### config.mk
export PLATFORM = sky130hd
export DESIGN_NAME = stereo_voice_mixer
export DESIGN_NICKNAME = d
export VERILOG_FILES = /design/src/rtl/stereo_voice_mixer.sv
export SDC_FILE = /design/constraint.sdc
export NUM_CORES = 1
export LEC_CHECK = 0
export BUFFER_PORTS_ARGS = -buffer_cell sky130_fd_sc_hd__buf_2
export CORE_MARGIN = 8
export CORE_UTILIZATION = 50
export DETAILED_ROUTE_END_ITERATION = 8
export PLACE_DENSITY = 0.67
export SLEW_MARGIN = 30
export SYNTH_ARGS = -nofsm -noshare
export SYNTH_HDL_FRONTEND = slang
export SYNTH_SLANG_ARGS = --single-unit
export TNS_END_PERCENT = 30
### constraint.sdc
create_clock -name aud_clk -period 9.1 [get_ports aud_clk]
set_input_delay 1.365 -clock aud_clk [delete_from_list [all_inputs] [get_ports aud_clk]]
set_output_delay 1.365 -clock aud_clk [all_outputs]
set_load 0.02 [all_outputs]
### src/rtl/stereo_voice_mixer.sv
`default_nettype none
// ============================================================================
// Module   : stereo_voice_mixer
// Summary  : Frame-synchronous stereo mixer feeding the I2S transmitter.
//            Each audio frame it pulls up to NUM_VOICES mono voices over a
//            valid/ready stream, pans them into wide left/right accumulators,
//            saturates the sums to BITWIDTH and presents them double-buffered
//            so the outputs only change on frame boundaries.
// Options  : define MIXER_CLIP_CNT_EN to add a saturating clip-frame counter
//            (clip_count output, clip_count_clr input).
// Revision : 1.0 - initial release
// ============================================================================
module stereo_voice_mixer #(
    parameter int BITWIDTH   = 24,
    parameter int NUM_VOICES = 16,
    parameter int PAN_WIDTH  = 8
) (
    input  logic                 aud_clk,
    input  logic                 aud_rst,
    input  logic                 i2s_lrck,
    input  logic [BITWIDTH-1:0]  voice_data,
    input  logic [PAN_WIDTH-1:0] voice_pan,
    input  logic                 voice_last,
    input  logic                 voice_valid,
    output logic                 voice_ready,
    output logic                 frame_req,
    output logic [BITWIDTH-1:0]  wave_out_l,
    output logic [BITWIDTH-1:0]  wave_out_r,
    output logic                 clip_l,
    output logic                 clip_r,
    output logic                 underrun
`ifdef MIXER_CLIP_CNT_EN
    ,
    input  logic                 clip_count_clr,
    output logic [15:0]          clip_count
`endif
);

    // Product of a signed sample and an unsigned (zero-extended) gain.
    localparam int c_PROD_W = BITWIDTH + PAN_WIDTH + 1;
    // Room for NUM_VOICES full-scale products without wrapping.
    localparam int c_ACC_W  = BITWIDTH + PAN_WIDTH + $clog2(NUM_VOICES) + 1;
    localparam int c_CNT_W  = $clog2(NUM_VOICES) + 1;

    localparam logic [c_CNT_W-1:0] c_CNT_LAST = c_CNT_W'(NUM_VOICES - 1);

    localparam logic signed [c_ACC_W-1:0] c_SAT_MAX =
        {{(c_ACC_W - BITWIDTH + 1){1'b0}}, {(BITWIDTH - 1){1'b1}}};
    localparam logic signed [c_ACC_W-1:0] c_SAT_MIN =
        {{(c_ACC_W - BITWIDTH + 1){1'b1}}, {(BITWIDTH - 1){1'b0}}};

    localparam logic [1:0] c_IDLE  = 2'd0;
    localparam logic [1:0] c_ACCUM = 2'd1;
    localparam logic [1:0] c_SAT   = 2'd2;
    localparam logic [1:0] c_HOLD  = 2'd3;

    logic [1:0]                 r_state;
    logic [1:0]                 w_state_nxt;
    logic                       r_lrck_q;
    logic                       w_fe;
    logic                       w_accept;

    logic [PAN_WIDTH-1:0]       w_gain_l;
    logic [c_PROD_W-1:0]        w_data_ext;
    logic [c_PROD_W-1:0]        w_gain_l_ext;
    logic [c_PROD_W-1:0]        w_gain_r_ext;
    logic [c_PROD_W-1:0]        w_prod_l;
    logic [c_PROD_W-1:0]        w_prod_r;
    logic signed [c_ACC_W-1:0]  w_term_l;
    logic signed [c_ACC_W-1:0]  w_term_r;

    logic signed [c_ACC_W-1:0]  r_acc_l;
    logic signed [c_ACC_W-1:0]  r_acc_r;
    logic [c_CNT_W-1:0]         r_cnt;

    logic [BITWIDTH:0]          w_sat_l;
    logic [BITWIDTH:0]          w_sat_r;

    logic [BITWIDTH-1:0]        r_stg_l;
    logic [BITWIDTH-1:0]        r_stg_r;
    logic                       r_stg_clip_l;
    logic                       r_stg_clip_r;

    logic [BITWIDTH-1:0]        r_wave_l;
    logic [BITWIDTH-1:0]        r_wave_r;
    logic                       r_clip_l;
    logic                       r_clip_r;
    logic                       r_frame_req;
    logic                       r_underrun;

    // Scale down by the pan range and clamp; MSB of the result is the clip flag.
    function automatic logic [BITWIDTH:0] f_saturate(input logic signed [c_ACC_W-1:0] acc);
        logic signed [c_ACC_W-1:0] v;
        v = acc >>> PAN_WIDTH;
        if (v > c_SAT_MAX) begin
            f_saturate = {1'b1, c_SAT_MAX[BITWIDTH-1:0]};
        end else if (v < c_SAT_MIN) begin
            f_saturate = {1'b1, c_SAT_MIN[BITWIDTH-1:0]};
        end else begin
            f_saturate = {1'b0, v[BITWIDTH-1:0]};
        end
    endfunction

    assign w_fe        = i2s_lrck & ~r_lrck_q;
    // A frame edge wins over a beat offered in the same cycle.
    assign w_accept    = (r_state == c_ACCUM) & voice_valid & ~w_fe;
    assign voice_ready = (r_state == c_ACCUM);

    // Left gain is the complement of pan within the pan range.
    assign w_gain_l     = ~voice_pan;
    assign w_data_ext   = {{(PAN_WIDTH + 1){voice_data[BITWIDTH-1]}}, voice_data};
    assign w_gain_l_ext = {{(BITWIDTH + 1){1'b0}}, w_gain_l};
    assign w_gain_r_ext = {{(BITWIDTH + 1){1'b0}}, voice_pan};
    // Two's-complement low bits are exact for a product that fits c_PROD_W.
    assign w_prod_l     = w_data_ext * w_gain_l_ext;
    assign w_prod_r     = w_data_ext * w_gain_r_ext;
    assign w_term_l     = {{(c_ACC_W - c_PROD_W){w_prod_l[c_PROD_W-1]}}, w_prod_l};
    assign w_term_r     = {{(c_ACC_W - c_PROD_W){w_prod_r[c_PROD_W-1]}}, w_prod_r};

    assign w_sat_l = f_saturate(r_acc_l);
    assign w_sat_r = f_saturate(r_acc_r);

    // State register.
    always_ff @(posedge aud_clk) begin
        if (aud_rst) begin
            r_state <= c_IDLE;
        end else begin
            r_state <= w_state_nxt;
        end
    end

    // Next-state logic; a frame edge restarts accumulation from any state.
    always_comb begin
        w_state_nxt = r_state;
        case (r_state)
            c_IDLE:  w_state_nxt = c_IDLE;
            c_ACCUM: begin
                if (w_accept && (voice_last || (r_cnt == c_CNT_LAST))) begin
                    w_state_nxt = c_SAT;
                end
            end
            c_SAT:   w_state_nxt = c_HOLD;
            c_HOLD:  w_state_nxt = c_HOLD;
            default: w_state_nxt = c_IDLE;
        endcase
        if (w_fe) begin
            w_state_nxt = c_ACCUM;
        end
    end

    // Frame-edge detect, accumulation, staging and double-buffered outputs.
    always_ff @(posedge aud_clk) begin
        if (aud_rst) begin
            r_lrck_q     <= 1'b0;
            r_acc_l      <= '0;
            r_acc_r      <= '0;
            r_cnt        <= '0;
            r_stg_l      <= '0;
            r_stg_r      <= '0;
            r_stg_clip_l <= 1'b0;
            r_stg_clip_r <= 1'b0;
            r_wave_l     <= '0;
            r_wave_r     <= '0;
            r_clip_l     <= 1'b0;
            r_clip_r     <= 1'b0;
            r_frame_req  <= 1'b0;
            r_underrun   <= 1'b0;
        end else begin
            r_lrck_q    <= i2s_lrck;
            r_frame_req <= w_fe;
            if (w_fe) begin
                r_wave_l <= r_stg_l;
                r_wave_r <= r_stg_r;
                r_clip_l <= r_stg_clip_l;
                r_clip_r <= r_stg_clip_r;
                r_acc_l  <= '0;
                r_acc_r  <= '0;
                r_cnt    <= '0;
                // Unfinished frame: drop partial sums, staging repeats.
                if ((r_state == c_ACCUM) || (r_state == c_SAT)) begin
                    r_underrun <= 1'b1;
                end
            end else begin
                if (w_accept) begin
                    r_acc_l <= r_acc_l + w_term_l;
                    r_acc_r <= r_acc_r + w_term_r;
                    r_cnt   <= r_cnt + 1'b1;
                end
                if (r_state == c_SAT) begin
                    r_stg_l      <= w_sat_l[BITWIDTH-1:0];
                    r_stg_r      <= w_sat_r[BITWIDTH-1:0];
                    r_stg_clip_l <= w_sat_l[BITWIDTH];
                    r_stg_clip_r <= w_sat_r[BITWIDTH];
                end
            end
        end
    end

    assign wave_out_l = r_wave_l;
    assign wave_out_r = r_wave_r;
    assign clip_l     = r_clip_l;
    assign clip_r     = r_clip_r;
    assign frame_req  = r_frame_req;
    assign underrun   = r_underrun;

`ifdef MIXER_CLIP_CNT_EN
    logic [15:0] r_clip_cnt;

    // Count frames presented with clipping; clear has priority, count saturates.
    always_ff @(posedge aud_clk) begin
        if (aud_rst) begin
            r_clip_cnt <= '0;
        end else if (clip_count_clr) begin
            r_clip_cnt <= '0;
        end else if (w_fe && (r_stg_clip_l || r_stg_clip_r) && (r_clip_cnt != 16'hFFFF)) begin
            r_clip_cnt <= r_clip_cnt + 16'd1;
        end
    end

    assign clip_count = r_clip_cnt;
`endif

endmodule
`default_nettype wire

After elaboration in Yosys (flattened, before gate mapping)
Cells that the tools add are included.

Flip-flop bits (word level): 184. Bits in latches: 0. RAM bits: 0. ROM bits: 0. Input port bits: 37. Output and inout port bits: 53. Word-level logic and storage cells: 52. Memories kept: 0.

Add/subtract/negate cells: 3. Multipliers: 2. Divide/modulo/power cells: 0. $lt $le $gt $ge: 4. Eq/ne operators: 6. Shift operators: 0. Multiplexer cells: 7. Bitwise gates (word level): 6. Reductions and logical operators: 8.

Operator list (number): two-way mux 25 bit (4); adder 37 x 33 -> 37 bit (2); multiplier 24 x 9 -> 33 bit (2); > comparator 29 x 24 -> 1 bit, second input constant (2); < comparator 29 x 24 -> 1 bit, second input constant (2); inverter 8 bit (1); one-hot mux 2 bit (3 select lines) (1); adder 5 x 1 -> 5 bit, second input constant (1); == test 5 x 4 -> 1 bit, second input constant (1); == test 2 bit, second input constant (2); AND reduction 2 bit (2); OR reduction 2 bit (2); AND 1 bit (3); != test 3 x 1 -> 1 bit, second input constant (1); == test 2 x 1 -> 1 bit, second input constant (1); logical NOT 2 bit (1); logical OR 1 bit (2); two-way mux 2 bit (1); != test 2 x 1 -> 1 bit, second input constant (1); inverter 1 bit (2); logical AND 1 bit (1); two-way mux 1 bit (1).

Longest topological paths before layout
Gate-level depths: netlist of run 1.

Depth in word-level cells: 8. Depth in mapped cells: 24. Depth with buffers taken out: 21.

Worst setup path before layout of run 1
OpenSTA, ideal clock, no wires.

Path kind: input -> register. Start point: input port voice_pan[0]. End point: register r_acc_l[36]. Library setup time: 0.070 ns. Arrival time: 6.805 ns. Data required time: 9.030 ns. Setup slack: 2.224 ns. Stages: 22. Buffers on the path: 1. Cells stage by stage: clkbuf_1 -> nand2b_1 -> fa_1 -> inv_1 -> fa_1 -> inv_1 -> fa_1 -> inv_1 -> fa_1 -> inv_1 -> fa_1 -> inv_1 -> ha_1 -> and2_1 -> a221o_1 -> a21o_1 -> a221o_1 -> a21oi_2 -> a311o_1 -> xnor2_1 -> or3_1 -> a21oi_1.

Longest elaborated chain between the ends: 3.

Ends and longest elaborated chain: start: declaration (RTL line 22) `input logic [PAN_WIDTH-1:0] voice_pan,`; inverter 8 bit (RTL line 110) `assign w_gain_l = ~voice_pan;`; multiplier 24 x 9 -> 33 bit (RTL line 115) `assign w_prod_l = w_data_ext * w_gain_l_ext;`; adder 37 x 33 -> 37 bit (RTL line 185) `r_acc_l <= r_acc_l + w_term_l;`; end signal: assignment (RTL line 185); end: declaration (RTL line 72) `logic signed [c_ACC_W-1:0] r_acc_l;`.

No other way between the ends. A chain may end at the register's enable or synchronous reset.

Final worst setup path of run 1
Start point: input port voice_pan[0]. End point: register r_acc_r[36].

Longest elaborated chain between the ends: 2.

Ends and longest elaborated chain: multiplier 24 x 9 -> 33 bit (RTL line 116) `assign w_prod_r = w_data_ext * w_gain_r_ext;`; adder 37 x 33 -> 37 bit (RTL line 186) `r_acc_r <= r_acc_r + w_term_r;`; end signal: assignment (RTL line 186); end: declaration (RTL line 73) `logic signed [c_ACC_W-1:0] r_acc_r;`.

No other way between the ends.

==> results of run 1 <==
==> cell families (layout without fill, tap and decap cells) <==
logic type	after synthesis	after routing	synth area share, %
buffers and inverters	640	642	10.7
and+or+nand+nor	755	755	16.9
xor gates and xnor gates	67	67	2.60
DFF	184	184	16.3
adders and majority gates	532	532	41.8
AOI/OAI and AO/OA	401	401	11.5
muxes	3	3	0.133
other	0	1	0
==> cells in the mapped netlist (8+ instances only) <==
library cell / count / area share [%]
a21o_1: 45 / 1.5
xor2_1: 22 / 0.85
nor2b_1: 109 / 3.0
o21ai_1: 8 / 0.18
a211oi_1: 18 / 0.60
and3_1: 9 / 0.25
o21a_1: 10 / 0.33
a31oi_1: 12 / 0.33
ha_1: 162 / 9.0
nand2b_1: 105 / 2.9
nand3_1: 15 / 0.33
clkbuf_1: 120 / 2.0
a21oi_1: 153 / 3.4
xnor2_1: 45 / 1.7
buf_1: 9 / 0.15
nand2_1: 228 / 3.8
nand4_1: 14 / 0.39
fa_1: 370 / 33
and2_1: 103 / 2.9
nor3_1: 53 / 1.2
o21ai_0: 52 / 1.2
a22o_1: 52 / 2.0
inv_1: 510 / 8.5
dfxtp_1: 184 / 16
nor2_1: 102 / 1.7
==> metal layers <==
metal / vias to the layer above / part of all wire, %
li1: 7972 / -
met1: 8710 / 39
met2: 327 / 54
met3: 110 / 2.5
met4: 0 / 4.2
met5: - / 0
==> state kept, by name, summed over array words and instances, names as in the netlist, 2 cells and up <==
signal and count:
r_acc_l 37, wave_out_r 24, r_cnt 5, r_state 2, r_stg_l 24, wave_out_l 24
r_acc_r 37, r_stg_r 24
==> layout by cell type, fill, tap and decap left out, types with 5 or more instances in the layout <==
master and count:
o21ai_0 52, nor2b_1 108, a22o_1 52, nor3_1 53
a31oi_1 12, a21o_1 45, or3_1 5, and2_1 102
xnor2_1 45, dfxtp_1 184, and3_1 9, a21oi_1 153
clkbuf_16 17, o21ai_1 8, fa_1 370, nand2b_1 104
o21a_1 10, ha_1 162, nand2_1 228, buf_2 85
buf_4 14, a211o_1 5, nand3_1 15, xor2_1 22
nor2_1 100, a211oi_1 18, inv_1 510, nand4_1 14
==> layout make-up <==
class | instances | area, µm² | area share (%)
Multi-Input combinational cell | 1758 | 16500 | 68.8
Clock inverter | 14 | 143 | 0.594
Clock buffer | 18 | 439 | 1.83
Tap cell | 600 | 751 | 3.13
Inverter | 510 | 1910 | 7.98
Timing Repair Buffer | 100 | 558 | 2.33
Antenna cell | 1 | 2.50 | 0.0104
Sequential cell | 184 | 3680 | 15.3
==> critical path: cells and delay by family <==
family | cells | cell delay (ns)
xor+xnor | 1 | 0.26
simple gates | 4 | 0.71
fa+ha+maj | 6 | 3.21
buf+inv | 6 | 1.07
compound gates | 4 | 0.96
==> per-stage QoR <==
step	power, mW	cell area (µm²)
4_1_cts	7.93	24000
3_5_place_dp	7.16	23400
2_1_floorplan	5.73	22600
6_report	7.88	24000
5_1_grt	8.72	24000
3_3_place_gp	7.06	23400
==> where the power goes <==
part,switching (mW),internal (mW),total (mW)
clock network,0.348,0.390,0.739
registers,0.0609,0.874,0.935
logic,3.67,2.53,6.21
total,4.08,3.80,7.88
==> final timing paths <==
kind / startpoint / end / cells after the start
setup / recovery: voice_pan[0] / r_acc_r[36] / 21
hold / removal: r_acc_l[35] / r_acc_l[35] / 2
setup reg to reg: r_acc_r[8] / r_acc_r[29] / 13
hold reg to reg: r_acc_l[35] / r_acc_l[35] / 2
==> metrics.md, run 1 <==
| Metric | Value |
|---|---|
| Final hold violation count | 0 |
| Post-route ant nets | 0 |
| Max Cap Viol | 0 |
| Mapped Area | 0.0226 mm² |
| RSZ-0062 raised after global routing | no |
| First-pass GRT wire length | 93.3 mm |
| RD Place Congestion | 0.902 |
| Core Rows | 78 |
| CP Class | primary input to register |
| Worst Path Max Fanout | 48 |
| Hold Crit Class | register to register |
| Synthesized area per cell | 8.74 µm² |
| Clock buffer depth | 2 |
| CTS tree | yes |
| Vias/cell | 5.37 |
| Core Area | 0.0450 mm² |
| Status | complete, no violations |
| GRT overflow | 0 |
| Relative slew slack | 36.2% |
| Hold_buf cts | 0 |
| Max stage delay on crit path | 0.79 ns |
| Met2 Use GR | 40.9% |
| Gr usage total | 21.8% |
| Layout Skew | 0.00673 ns |
| Non-Filler Instances | 3,185 |
| Initial DRC count | 826 |
| M1 GR Usage | 25.0% |
| # setup viols final | 0 |
| Synthesized net count | 3,151 |
| Min cycle time layout | 7.25 ns |
| Clock-pin transition on the worst setup and hold timing paths | 0.07 ns |
| Fin Setup TNS | 0 ns |
| Worst vdd ir | 0.000297 V |
| Port-buffer cells | 89 |
| Critical Path, Cell by Cell | buf_2 -> nand2_1 -> fa_1 -> inv_1 -> fa_1 -> inv_1 -> fa_1 -> inv_1 -> fa_1 -> inv_1 -> fa_1 -> inv_1 -> ha_1 -> nand4_1 -> nor2_1 -> nand2_1 -> a211oi_1 -> o221ai_1 -> xnor2_1 -> a211oi_1 -> a31o_1 |
| Placed insts | 3,152 |
| Post CTS Setup Buffer Count | 0 |
| Total length of routed wires | 55.8 mm |
| Post-Syn Instances | 2,582 |
| WL/cell | 17.5 µm |
| Vias post-DR | 17,100 |
| Die width | 228 µm |
| Seq cells post-synth | 184 |
| Pin count of the biggest net entering global routing | 64 |
| Synth Flop Type | dfxtp_1 |
| Fmax | 138 MHz |
| Global Route met3 Usage | 1.96% |
| # nets final | 3,140 |
| Number of global-route vias before repair | 18,300 |
| Die ar. | 0.0522 mm² |
| Worst setup SP type | primary input |
| Clk Latency, worst-skew pair | 0.45 ns |
| H-tree Lvls | 4 |
| Synth-to-Final Area Change | 6.31% |
| Pre-Repair DR Iteration Count | 5 |
| Hpwl dp | 43.6 mm |
| Resized cells post-CTS | 0 |
| I/O pin count | 90 |
| Ys async rst share | 0% |
| Cell variety after synth | 61 |
| Slowest cell on the critical path | fa_1 |
| Tcrit/Tclk final | 79.7% |
| CP arrival | 7.59 ns |
| DRC | 0 |
| Initial antenna violation count | 0 |
| Pins over their slew limit | 0 |
| P per Cell Area | 328 mW/mm² |
| Leakage | 11.9 nW |
| Setup slack, reg-to-reg | 5.29 ns |
| EDFF count, synth | 0 |
| Clock sinks | 184 |
| Sequential-to-total area share from yosys stat | 16.3% |
| Tightest Pin Transition | 0.958 ns |
| Number of buffers created by CTS | 17 |
| CP required | 9.45 ns |
| Nature of the critical path endpoint | register |
| Final worst slack | 1.85 ns |
| Vert. Die Dim | 228 µm |
| Finished Core Util | 53.3% |
| FILL cells | 4,214 |
| GRT Max-Usage Layer | met2 |
| Root Buffer Master | clkbuf_16 |
| Starting density of the core | 50.2% |
| Syn. warnings | 0 |
| WHS | 0.459 ns |
| Post-place setup slack | 1.41 ns |
| Share of layout cells above drive strength 1 | 5.80% |
No activity file was read; power rests on OpenSTA's default activity.
==> run 2, diff against run 1 <==
Settings changed: PLACE_DENSITY 0.67 to 0.69.
Clock period 9.1 ns to 6.1 ns, I/O delays scaled along.
==> metrics.md, run 2 (same netlist as run 1, synthesis figures left out) <==
| Metric | Value |
|---|---|
| Port-buffer cells | 89 |
| RSZ-0062 raised after global routing | yes |
| Synth-to-Final Area Change | 19.3% |
| Top Registers | r_acc_l (37), r_acc_r (37) |
| FILL cells | 3,927 |
| Die width | 228 µm |
| Vias/cell | 5.22 |
| # nets final | 3,458 |
| Number of diodes | 0 |
| Clock-pin transition on the worst setup and hold timing paths | 0.07 ns |
| Leakage | 13.6 nW |
| Worst vdd ir | 0.000603 V |
| Commonest non-fill, non-tap cell in the layout | inv_1 |
| Nature of the critical path endpoint | register |
| Max stage delay on crit path | 0.60 ns |
| Number of buffers created by CTS | 17 |
| Worst Path Max Fanout | 8 |
| P per Cell Area | 545 mW/mm² |
| Starting density of the core | 50.2% |
| Tightest Pin Transition | 0.859 ns |
| Core Rows | 78 |
| Max Cap Viol | 0 |
| Pins over their slew limit | 0 |
| Pre-Repair DR Iteration Count | 5 |
| RR Endpoint | r_acc_l[29] |
| CP arrival | 6.35 ns |
| DRC | 0 |
| WL/cell | 17.2 µm |
| Clock buffer depth | 2 |
| GRT overflow | 0 |
| Critical Path, Cell by Cell | clkbuf_4 -> buf_4 -> nand2b_1 -> fa_1 -> fa_1 -> inv_1 -> fa_2 -> fa_1 -> fa_1 -> ha_4 -> nand4_1 -> a211o_1 -> a21o_1 -> a211oi_2 -> buf_4 -> o21ai_2 -> a311o_1 -> xnor2_1 -> or3_1 -> a21oi_1 |
| Hold Crit Class | register to register |
| Critical Path End | r_acc_l[36] |
| RD Place Congestion | 0.914 |
| Dpl cell area | 0.0258 mm² |
| Clk Latency, worst-skew pair | 0.44 ns |
| Gr usage total | 23.0% |
| Slowest cell on the critical path | fa_1 |
| Relative slew slack | 42.7% |
| Reg2reg start | r_acc_l[1] |
| Non-Filler Instances | 3,502 |
| Clock sinks | 184 |
| Vert. Die Dim | 228 µm |
| Number of global-route vias before repair | 19,300 |
| Root Buffer Master | clkbuf_16 |
| Initial antenna violation count | 0 |
| Layout Skew | 0.00982 ns |
| Tcrit/Tclk final | 98.0% |
| Core Area | 0.0450 mm² |
| CP required | 6.47 ns |
| Commonest non-fill, non-tap cells in the layout | inv_1 (509), fa_1 (361), buf_4 (314), nand2_1 (228), dfxtp_1 (184) |
| Min cycle time layout | 5.98 ns |
| Share of layout cells above drive strength 1 | 18.0% |
| Vias post-DR | 18,300 |
| Pin count of the biggest net entering global routing | 57 |
| Worst setup SP type | primary input |
| CTS tree | yes |
| Worst Reg2Reg Path Length in Cells | 13 |
| Fmax | 167 MHz |
| Hpwl dp | 50.3 mm |
| Setup slack, reg-to-reg | 2.56 ns |
| Post-route ant nets | 0 |
| Top cell by count, worst path | fa_1 |
| First-pass GRT wire length | 98.0 mm |
| Crit path launch | voice_pan[5] |
| # setup viols final | 0 |
| I/O pin count | 90 |
| Initial DRC count | 1,002 |
| Placed insts | 3,457 |
| Total length of routed wires | 60.2 mm |
| Final instance area | 0.0269 mm² |
| Die ar. | 0.0522 mm² |
| H-tree Lvls | 4 |
| Status | complete, no violations |
| CP Class | primary input to register |
| Final hold violation count | 0 |
==> run 2: cell count changes in the layout (fill, tap and decap cells not counted), moves of 6 or more <==
cell      previous run  this run
buf_4               14       314
buf_6                0        12
fa_1               370       361
fa_2                 0         9
ha_1               162       153
ha_4                 0         9
nand2b_1           104        95
nand2b_4             0         9
o21ai_0             52        44
buf_12               0         7
buf_2               85        78
o21ai_1              8        14
==> run 2: power by group <==
part	leakage [nW]	switching, mW	internal [mW]
registers	1.49	0.0948	1.30
logic	11.8	6.30	5.89
clock network	0.280	0.500	0.592
total	13.6	6.89	7.78
==> run 2: worst min-delay path by stage <==
stage | startpoint | slack (ns) | depth (start not counted) | to
6_report | r_acc_l[35] | 0.46 | 2 | r_acc_l[35]
5_1_grt | r_stg_l[21] | 0.48 | 1 | wave_out_l[21]
4_1_cts | r_acc_r[6] | 0.46 | 2 | r_acc_r[6]
3_5_place_dp | r_acc_l[35] | 0.44 | 2 | r_acc_l[35]
3_3_place_gp | r_acc_l[35] | 0.44 | 2 | r_acc_l[35]
2_1_floorplan | r_acc_l[35] | 0.43 | 2 | r_acc_l[35]
==> run 2: critical path: cells and delay by family <==
family / cells / cell delay [ns]
XOR/XNOR: 1 / 0.14
AND/OR/NAND/NOR: 3 / 0.58
AO/OA/AOI/OAI: 6 / 1.27
adder cells (fa/ha/maj): 6 / 2.85
buffers and inverters: 4 / 0.57
==> run 2: cell type report <==
type                       count  area, µm²  area share, %
inverter                     510       1910           7.11
clock buffer                  21        460           1.71
tap                          600        751           2.79
clock inverter                11        115          0.427
sequential                   184       3680           13.7
multi-input combinational   1758      16900           62.7
timing repair buffer         418       3110           11.5
==> run 2: stage by stage <==
step	util, %	TNS [ns]	hold slack (ns)	power [mW]	setup WS [ns]
after CTS	58.8	0	0.457	14.2	0.00159
after detailed placement	57.3	-12.50	0.443	13.0	-0.677
after global placement	57.3	-11.16	0.438	12.8	-0.668
after global routing	59.9	-0.172	0.479	16.1	-0.0757
after floorplan	-	-0.0652	0.425	8.59	-0.0652
final	59.9	0	0.458	14.7	0.121
==> run 2: timing repair <==
item,in CTS,in global routing
resized for setup,17,80
hold endpoints to repair,0,0
hold buffers,0,0
setup buffers,4,9
endpoints found under the setup margin,6,25
pin swaps,4,39
==> run 2: metal layers <==
layer	GRT usage (%)	vias to the layer above	part of all wire [%]
met2	41.9	390	53
met4	11.1	0	5.3
li1	-	8617	-
met5	0	-	0
met3	2.61	157	3.1
met1	26.5	9113	39
==> run 3, diff against run 2 <==
Settings changed: CORE_ASPECT_RATIO from default to 0.6.
==> metrics.md, run 3 (same netlist as run 1, synthesis figures left out) <==
| Metric | Value |
|---|---|
| Commonest non-fill, non-tap cell in the layout | inv_1 |
| First-pass GRT wire length | 103 mm |
| # setup viols final | 0 |
| DRC | 0 |
| Area occupied by registers | 0.00368 mm² |
| Clock buffer depth | 2 |
| Layout Skew | 0.0133 ns |
| Critical Path, Cell by Cell | buf_6 -> buf_12 -> nand2b_4 -> fa_2 -> inv_1 -> fa_1 -> inv_2 -> buf_4 -> fa_1 -> inv_1 -> fa_1 -> inv_1 -> fa_1 -> inv_1 -> ha_1 -> and4_1 -> nand3_1 -> nor4_2 -> o21ai_2 -> a311o_1 -> xnor2_1 -> or3_1 -> a21oi_2 |
| Port-buffer cells | 89 |
| Worst setup SP type | primary input |
| CTS tree | yes |
| Finished Core Util | 61.0% |
| Gr usage total | 23.9% |
| Min cycle time layout | 6.06 ns |
| Worst Path Max Fanout | 11 |
| Vias/cell | 5.30 |
| Hpwl dp | 51.4 mm |
| Commonest non-fill, non-tap cells in the layout | inv_1 (507), fa_1 (362), buf_4 (294), nand2_1 (226), dfxtp_1 (184) |
| H-tree Lvls | 4 |
| Number of buffers created by CTS | 17 |
| Starting density of the core | 50.5% |
| # nets final | 3,455 |
| GRT overflow | 0 |
| Initial antenna violation count | 0 |
| Worst vdd ir | 0.000464 V |
| Top Registers | r_acc_l (37), r_acc_r (37) |
| Leakage | 13.7 nW |
| Top delay family on crit path | adder cells |
| Initial DRC count | 1,096 |
| Pins over their slew limit | 0 |
| Share of layout cells above drive strength 1 | 18.5% |
| Hold Crit Class | register to register |
| Die ar. | 0.0524 mm² |
| Fin Setup TNS | 0 ns |
| RD Place Congestion | 0.946 |
| Tcrit/Tclk final | 99.3% |
| Post-route ant nets | 0 |
| Tightest Pin Transition | 0.964 ns |
| Slowest cell on the critical path | fa_2 |
| Clock sinks | 184 |
| RSZ-0062 raised after global routing | yes |
| Core Rows | 60 |
| Vias post-DR | 18,500 |
| Nature of the critical path endpoint | register |
| Core Area | 0.0447 mm² |
| I/O pin count | 90 |
| Number of global-route vias before repair | 20,100 |
| Root Buffer Master | clkbuf_16 |
| WHS | 0.461 ns |
| Synth-to-Final Area Change | 20.7% |
| Fmax | 165 MHz |
| CP Class | primary input to register |
| CP required | 6.47 ns |
| CP arrival | 6.43 ns |
| Die width | 290 µm |
| Status | complete, no violations |
| P per Cell Area | 553 mW/mm² |
| Multi-input gate area | 0.0169 mm² |
| Clock-pin transition on the worst setup and hold timing paths | 0.08 ns |
| Relative slew slack | 35.7% |
| Clk Latency, worst-skew pair | 0.45 ns |
| WL/cell | 17.8 µm |
| FILL cells | 3,829 |
| Total length of routed wires | 62.1 mm |
| Vert. Die Dim | 181 µm |
| Pin count of the biggest net entering global routing | 57 |
| CP bufs+invs | 8 |
| Final hold violation count | 0 |
| Pre-Repair DR Iteration Count | 5 |
| Max stage delay on crit path | 0.63 ns |
| Max Cap Viol | 0 |
-- run 3: changes by cell type in the layout (fill, tap and decap cells not counted), moves of 3 or more --
cell / change
buf_4: -20
o21ai_1: -4
clkinv_4: -3
a21oi_1: -5
o21ai_0: +3
a21oi_2: +6
buf_12: +18
buf_2: -3
clkinv_8: +5
inv_12: +3
-- run 3: path summary, 6_finish.rpt --
check / depth (start not counted) / slack, ns / from / to
setup / recovery: 23 / 0.04 / voice_pan[1] / r_acc_l[36]
hold reg to reg: 2 / 0.46 / r_acc_r[6] / r_acc_r[6]
setup reg to reg: 13 / 2.49 / r_acc_l[1] / r_acc_l[29]
hold / removal: 2 / 0.46 / r_acc_r[6] / r_acc_r[6]
-- run 3: worst min-delay path, cell delays in order, from the launching register on --
cell and delay [ns]:
dfxtp_1 0.32, nand2_1 0.05, a21oi_1 0.05
-- run 3: layout make-up --
cell class | instances | area share (%)
clock inverters | 15 | 0.721
diodes | 1 | 0.00918
repair buffers | 415 | 12.3
well taps | 589 | 2.70
multi-input cells | 1758 | 62.2
clock buffers | 17 | 1.56
inverters | 510 | 7.02
flip-flops and latches | 184 | 13.5
-- run 3: per-stage QoR --
step | worst slack [ns] | std cells | power, mW | instance area [µm²]
2_1_floorplan | -0.0652 | 2582 | 8.59 | 22600
3_3_place_gp | -0.574 | 3444 | 12.9 | 26000
3_5_place_dp | -0.639 | 3445 | 13.1 | 26000
4_1_cts | -0.0223 | 3478 | 14.5 | 26700
5_1_grt | -0.0707 | 3488 | 16.5 | 27200
6_report | 0.0438 | 3489 | 15.1 | 27300
-- run 3: repair_timing --
| action | in CTS | in global routing |
|---|---|---|
| gates cloned | 0 | 1 |
| gates resized for setup | 12 | 103 |
| setup endpoints to repair | 6 | 34 |
| setup buffers | 1 | 9 |
| pin swaps | 5 | 36 |
| hold buffers | 0 | 0 |
-- run 3: routing by layer --
| metal | vias up | routed length [µm] | global-route usage [%] |
|---|---|---|---|
| met3 | 95 | 4130 | 4.65 |
| met5 | - | 0 | 0 |
| met4 | 0 | 1470 | 5.75 |
| met2 | 577 | 28800 | 39.4 |
| met1 | 9210 | 27700 | 32.2 |
| li1 | 8615 | - | - |
-- run 3: report_power, final --
part	internal [mW]	switching, mW
Sequential	1.30	0.0942
Clock	0.566	0.593
Combinational	5.98	6.53
